**config.mk**
```make
export PLATFORM = sky130hd
export DESIGN_NAME = parking_gate_ctrl
export DESIGN_NICKNAME = d
export VERILOG_FILES = /design/src/rtl/parking_gate_ctrl.sv
export SDC_FILE = /design/constraint.sdc
export NUM_CORES = 1
export LEC_CHECK = 0
export BUFFER_PORTS_ARGS = -buffer_cell sky130_fd_sc_hd__buf_4
export CAP_MARGIN = 20
export CORE_MARGIN = 2
export CORE_UTILIZATION = 41
export DETAILED_ROUTE_END_ITERATION = 12
export PLACE_DENSITY = 0.63
export SKIP_CTS_REPAIR_TIMING = 1
export SLEW_MARGIN = 5
export SYNTH_ARGS = -nofsm -noshare
export SYNTH_HDL_FRONTEND = slang
export SYNTH_SLANG_ARGS = --single-unit
```
**constraint.sdc**
```tcl
create_clock -name clk -period 6.2 [get_ports clk]
set_clock_uncertainty 0.1 [all_clocks]
set_input_delay 0.62 -clock clk [delete_from_list [all_inputs] [get_ports clk]]
set_output_delay 0.62 -clock clk [all_outputs]
set_load 0.01 [all_outputs]
```
**src/rtl/parking_gate_ctrl.sv**
```systemverilog
// Single-lane car-park barrier controller: synchronised and debounced entry/exit IR
// sensors, a shared barrier FSM, a millisecond phase timer and a saturating occupancy count.
module parking_gate_ctrl #(
  parameter int CAPACITY    = 8,
  parameter int CNT_W       = 4,
  parameter int DEBOUNCE_MS = 100,
  parameter int GATE_MS     = 2000,
  parameter int CLOSE_MS    = 500
) (
  input  logic             clk,
  input  logic             rst,
  input  logic             tick_ms,
  input  logic             ir_in,
  input  logic             ir_out,
  output logic             gate_open,
  output logic [CNT_W-1:0] occupancy,
  output logic             full,
  output logic             empty,
  output logic             alarm,
  output logic [1:0]       state
);

  localparam int DB_W    = $clog2(DEBOUNCE_MS + 1);
  localparam int TMR_MAX = (GATE_MS > CLOSE_MS) ? GATE_MS : CLOSE_MS;
  localparam int TMR_W   = $clog2(TMR_MAX + 1);

  localparam logic [DB_W-1:0]  DB_SAT  = DB_W'(DEBOUNCE_MS);
  localparam logic [TMR_W-1:0] TMR_SAT = TMR_W'(TMR_MAX);
  localparam logic [TMR_W-1:0] GATE_T  = TMR_W'(GATE_MS);
  localparam logic [TMR_W-1:0] CLOSE_T = TMR_W'(CLOSE_MS);
  localparam logic [CNT_W-1:0] CAP     = CNT_W'(CAPACITY);

  typedef enum logic [1:0] {
    IDLE       = 2'd0,
    ENTER_OPEN = 2'd1,
    EXIT_OPEN  = 2'd2,
    CLOSING    = 2'd3
  } state_e;

  state_e           state_q, state_d;
  logic             in_s1_q, in_s2_q, out_s1_q, out_s2_q;
  logic [DB_W-1:0]  in_cnt_q, in_cnt_d, out_cnt_q, out_cnt_d;
  logic [TMR_W-1:0] timer_q, timer_d;
  logic [CNT_W-1:0] occ_q, occ_d;
  logic             entry_det, exit_det, full_w;

  // A low synchronised sample restarts the count, so only an unbroken high run reaches DB_SAT.
  function automatic logic [DB_W-1:0] db_next(input logic synced, input logic tick,
                                               input logic [DB_W-1:0] cnt);
    if (!synced)
      return '0;
    else if (tick && (cnt != DB_SAT))
      return cnt + DB_W'(1);
    else
      return cnt;
  endfunction

  assign in_cnt_d  = db_next(in_s2_q, tick_ms, in_cnt_q);
  assign out_cnt_d = db_next(out_s2_q, tick_ms, out_cnt_q);
  assign entry_det = (in_cnt_q == DB_SAT);
  assign exit_det  = (out_cnt_q == DB_SAT);
  assign full_w    = (occ_q == CAP);

  always_comb begin
    state_d = state_q;
    occ_d   = occ_q;
    case (state_q)
      IDLE: begin
        // Exit wins a tie; a blocked entry is left pending because det is a level.
        if (exit_det)
          state_d = EXIT_OPEN;
        else if (entry_det && !full_w)
          state_d = ENTER_OPEN;
      end
      ENTER_OPEN: begin
        if (!entry_det) begin
          state_d = CLOSING;
          occ_d   = full_w ? occ_q : occ_q + CNT_W'(1);
        end
      end
      EXIT_OPEN: begin
        if (!exit_det) begin
          state_d = CLOSING;
          occ_d   = (occ_q == '0) ? occ_q : occ_q - CNT_W'(1);
        end
      end
      CLOSING: begin
        if (timer_q >= CLOSE_T)
          state_d = IDLE;
      end
      default: state_d = IDLE;
    endcase
  end

  always_comb begin
    if (state_d != state_q)
      timer_d = '0;
    else if (tick_ms && (timer_q != TMR_SAT))
      timer_d = timer_q + TMR_W'(1);
    else
      timer_d = timer_q;
  end

  always_ff @(posedge clk) begin
    if (rst) begin
      in_s1_q   <= 1'b0;
      in_s2_q   <= 1'b0;
      out_s1_q  <= 1'b0;
      out_s2_q  <= 1'b0;
      in_cnt_q  <= '0;
      out_cnt_q <= '0;
      timer_q   <= '0;
      occ_q     <= '0;
      state_q   <= IDLE;
    end else begin
      in_s1_q   <= ir_in;
      in_s2_q   <= in_s1_q;
      out_s1_q  <= ir_out;
      out_s2_q  <= out_s1_q;
      in_cnt_q  <= in_cnt_d;
      out_cnt_q <= out_cnt_d;
      timer_q   <= timer_d;
      occ_q     <= occ_d;
      state_q   <= state_d;
    end
  end

  assign gate_open = (state_q == ENTER_OPEN) || (state_q == EXIT_OPEN);
  assign alarm     = gate_open && (timer_q >= GATE_T);
  assign occupancy = occ_q;
  assign full      = full_w;
  assign empty     = (occ_q == '0);
  assign state     = state_q;

endmodule

```
[Word level (Yosys, flattened, before mapping)]
Index checks and enable logic that the tools add are counted.
Word-level totals
  word-level logic and storage cells: 57
  output and inout bits: 10
  bits in registers: 35
  input port bits: 5
Cells by class
  bitwise gates (word level): 2
  reductions and logical operators: 14
  muxes and demuxes: 11
  equality and inequality tests: 14
  $lt $le $gt $ge: 2
  add/subtract/negate cells: 5
Operator list (number)
  4-bit 2-to-1 mux: 4
  7-bit by 1-bit adder with 7-bit output, second input constant: 2
  7-bit == test, second input constant: 2
  7-bit inequality test, second input constant: 2
  11-bit by 1-bit adder with 11-bit output, second input constant: 1
  11-bit >= comparator, second input constant: 1
  11-bit by 9-bit >= comparator with 1-bit output, second input constant: 1
  11-bit inequality test, second input constant: 1
  2-bit 2-to-1 mux: 5
  2-bit inequality test, second input constant: 4
  2-bit case mux with 4 select lines: 1
  4-bit case mux with 2 select lines: 1
  2-bit OR reduction: 3
  1-bit logical AND: 5
  5-bit AND reduction: 1
  4-bit by 1-bit adder with 4-bit output, second input constant: 1
  2-bit == test, second input constant: 2
  4-bit == test, second input constant: 1
  4-bit logical NOT: 1
  4-bit by 1-bit subtractor with 4-bit output, second input constant: 1
  2-bit by 1-bit == test with 1-bit output, second input constant: 1
  2-bit logical NOT: 1
  2-bit inequality test: 1
  1-bit inverter: 2
  3 further kinds: 3

[Logic depth before layout (Yosys ltp)]
  word-level depth: 8
  mapped depth: 8
  gate-level depth less buffers: 8

[Least setup slack after synthesis]
No wires, ideal clock.
  path type: register to register
  from: register state_q[0], in the netlist state[0]
  to: register occ_q[3], in the netlist occupancy[3]
  required time: 6029 ps
  clock period less this slack: 2195 ps
  setup time: 71 ps
  path buffers: 0
  data arrival time: 2024 ps
  slack: 4005 ps
  stages on the path, launching flop included: 9
  path through: dfxtp_1 -> inv_1 -> ha_1 -> ha_1 -> a21o_1 -> a21oi_1 -> xnor2_1 -> or4_1 -> a21oi_1
Between the ends
  cells in the longest elaborated chain, start to end: 3
  elaborated cells on any way between the ends: 9
  those cells by class: eq/ne: 6; mux: 1; reduce/logical: 2
Ends and longest elaborated chain
  start: declaration: RTL line 40  | state_e state_q, state_d;
  start signal: assignment: RTL line 124  | state_q <= state_d;
  2-bit by 1-bit == test with 1-bit output or 2-bit == test (tied branches): RTL line 67  | case (state_q)
  2-bit inequality test (no source line) or 2-bit nonzero test (tied branches)
  5-bit AND reduction (no source line)
  end signal: assignment: RTL line 113  | occ_q <= '0;
  end signal: assignment: RTL line 123  | occ_q <= occ_d;
  end: declaration: RTL line 44  | logic [CNT_W-1:0] occ_q, occ_d;
Several ways; a longest one is shown, not always the timed one.
A chain may end at the register's enable or synchronous reset.

[Final worst setup path]
  from: register state_q[0], in the netlist state[0]
  to: register timer_q[6]
Between the ends
  cells in the longest elaborated chain, start to end: 5
  elaborated cells on any way between the ends: 12
  those cells by class: eq/ne: 4; mux: 6; reduce/logical: 2
Ends and longest elaborated chain
  2-bit 2-to-1 mux: RTL line 72  | else if (entry_det && !full_w)
  2-bit 2-to-1 mux: RTL line 70  | if (exit_det)
  2-bit case mux with 4 select lines: RTL line 67
  2-bit inequality test *: RTL line 96  | if (state_d != state_q)
  2-bit OR reduction (no source line) *
  end signal: assignment: RTL line 122  | timer_q <= timer_d;
  end: declaration: RTL line 43  | logic [TMR_W-1:0] timer_q, timer_d;
Mark *: on every way between the ends. The rest lies on a longest branch, timed or not.

==> run_results.csv <==
group,metric,value,unit
cells_and_area,multi_input_area,0.00124,sq mm
synth,synthFlopType,"dfxtp_1",
pwr,ir_worst_vdd,115,uV
cells_and_area,regArea,701,sq um
synth,ys_ff_latch,35,
synth,yosys.area_share.simple,0.247,
floorplanning,fp.dieW,74.4,um
drt,dr.pass1.iters,4,
min_path,whs_path_depth,1,
critical_path,r2r_cells,7,
clock_tree,clk_pin_slew,0.07,ns
sta,fin_setup_tns,0,ns
place,numPortBuffers,14,
drt,wl_per_cell,13.2,um
sta,finalMaxSlewViolations,0,
floorplanning,fp.dieArea,0.00554,sq mm
synth,synth_adder_area_share,0.0836,
cells_and_area,diodes,0,
critical_path,critPathCaptureType,"register",
grt,grt_pass1_wl,7070,um
sta,finalSetupViolations,0,
floorplanning,die_y,74.4,um
clock_tree,cts.sinks,35,
critical_path,crit_required,6.31,ns
min_path,worstHoldPathType,"register to register",
cells_and_area,layout_commonest_cell,"dfxtp_1",
floorplanning,io_pins,15,
drt,initialDrtViolationCount,49,
pwr,power_frac_seq,0.464,
sta,post-route-period-util,0.420,
cells_and_area,fill_cells,497,
pwr,clockPowerShare,0.341,
min_path,hold_path_startpoint,"out_s1_q",
synth,synthesis.nets,245,
clock_tree,cts_max_level,2,
sta,worst_pin_slew,0.632,ns
floorplanning,floorplan.initialDensity,0.428,
critical_path,crit_start,"state[0]",
clock_tree,cts_root_buffer,"clkbuf_8",
synth,synth-edff-count,0,
pwr,switching_share,0.279,
pwr,power_leakage,0.785,nW
sta,maxSlewHeadroom,0.577,
job,max_cap_viol_count,0,
grt,antenna_found_initial,0,
clock_tree,cts_made_buffers,5,
cells_and_area,syn_to_final_growth,12.8,%
cells_and_area,final_cell_mix,"35 x dfxtp_1, 19 x nor2_1, 15 x buf_4",
critical_path,cp_data_arrival_time,2.71,ns
synth,yosysWarningCount,0,
synth,async_flop_share,0,
pwr,power.density,228,mW/mm^2
grt,grt_usage,0.166,
drt,vias_per_cell,5.31,
synth,seq_area_frac_synth,0.344,
place,placedCellCount,303,
grt,overflow,0,
clock_tree,tritoncts,"built",
sta,rsz0062_at_grt,"false",
synth,avgSynthCellArea,8.96,sq um
pwr,p_int,0.000378,W
clock_tree,clockBufferDepth,2,
synth,synthMuxAreaShare,0.00492,
drt,post-route-drc-count,0,
drt,drtAntennaViolNets,0,
pwr,power_switching,0.000146,W
floorplanning,core_area,0.00475,sq mm
cells_and_area,final_util,0.483,
synth,syn_area,0.00203,sq mm
grt,grt_max_degree,24,
synth,synth_xor_area_frac,0.0775,
cells_and_area,final_cells,311,
outcome,run_status,"completed",
critical_path,path_max_fanout,11,
sta,hold_ws,0.338,ns
synth,synth_cell_types,49,
cells_and_area,layout-drive-gt1-share,0.152,
drt,routed_wl,4110,um
place,hpwl,2950,um
drt,via_count,1651,
synth,syn_inst,227,
critical_path,critPathLaunchType,"register",
sta,finalHoldViolations,0,
critical_path,r2r-start,"state[0]",
floorplanning,rows,25,
critical_path,critPathKind,"register to register",
clock_tree,clock_latency,0.28,ns
cells_and_area,nets,261,
pwr,combPwrFrac,0.195,
place,routabilityCongestion,0.822,
synth,synth_compound_area_frac,0.199,
synth,synth_top_family_by_area,"simple AND/OR/NAND/NOR gates",
sta,period_needed,2.61,ns
grt,grt_pass1_vias,1562,
sta,fmax,384,MHz
## cell usage after synthesis (2+ instances only)
cell | number | share of area
ha_1 | 12 | 0.074
a21o_1 | 7 | 0.026
o21ai_0 | 10 | 0.025
clkbuf_1 | 2 | 0.0037
dfxtp_1 | 35 | 0.34
nand4_1 | 9 | 0.028
o21a_1 | 2 | 0.0074
xnor2_1 | 9 | 0.039
nor3_1 | 7 | 0.017
inv_1 | 14 | 0.026
and3_1 | 2 | 0.0061
nand2b_1 | 9 | 0.028
buf_2 | 2 | 0.0049
a21oi_1 | 9 | 0.022
nand2_1 | 12 | 0.022
a211oi_1 | 2 | 0.0074
nor2_1 | 19 | 0.035
a211oi_2 | 10 | 0.062
nor2b_1 | 4 | 0.012
a31oi_1 | 2 | 0.0061
nor4_1 | 3 | 0.0092
xor2_1 | 9 | 0.039
or3_1 | 5 | 0.015
o31ai_1 | 2 | 0.0074
o22ai_1 | 2 | 0.0061
nand3_1 | 5 | 0.012
## power by group through the flow
stage	clock [W]	combinational [W]	sequential, W
3_3_place_gp	0	0.000102	0.000248
4_1_cts	0.000185	0.000103	0.000243
3_5_place_dp	0	0.000102	0.000248
2_1_floorplan	0	0.0000710	0.000248
5_1_grt	0.000195	0.000114	0.000244
6_report	0.000178	0.000102	0.000243
## registers in the layout, summed over array words and instances (netlist names)
register	flops
out_s1_q	1
in_s1_q	1
out_cnt_q	7
timer_q	11
in_s2_q	1
in_cnt_q	7
out_s2_q	1
state	2
occupancy	4
## final cells by class
type                    count  share of cell area
clock buffers               8              0.0436
well taps                  67              0.0365
inverters                  14              0.0229
repair buffers             15              0.0491
flip-flops and latches     35               0.305
multi-input cells         172               0.543
## cell families after synthesis
logic type,Yosys count
fa+ha+maj,13
buf+inv,20
flops,35
compound gates,53
mux,1
simple gates,87
xor+xnor,18
## routing by layer
layer | part of all wire | GRT usage | up-vias | wire length, um
met5 | 0 | 0 | - | 0
li1 | - | - | 851 | -
met3 | 0.037 | 0.0366 | 6 | 151
met4 | 0.015 | 0.0595 | 0 | 63
met2 | 0.44 | 0.267 | 30 | 1830
met1 | 0.50 | 0.219 | 764 | 2070
## stage by stage
stage / total power (W) / instance area (sq um) / worst slack (ns)
after CTS: 0.000530 / 2290 / 3.58
after global routing: 0.000554 / 2290 / 3.36
after floorplan: 0.000319 / 2030 / 4.01
final: 0.000523 / 2290 / 3.59
after detailed placement: 0.000351 / 2190 / 3.60
after global placement: 0.000349 / 2190 / 3.67
## worst max-delay path, stage by stage, from the launching register on
cell and delay (ns):
dfxtp_1 0.42, inv_1 0.14, ha_1 0.30, or2_1 0.31, nor4_1 0.27, a2111o_1 0.16
nand3_1 0.47, a211oi_1 0.35
## final timing paths
path,endpoint,slack [ns]
max,timer_q[6],3.59
min,out_s2_q,0.34
max reg2reg,timer_q[6],3.59
min reg2reg,out_s2_q,0.34
(Power assumes the default switching activity.)
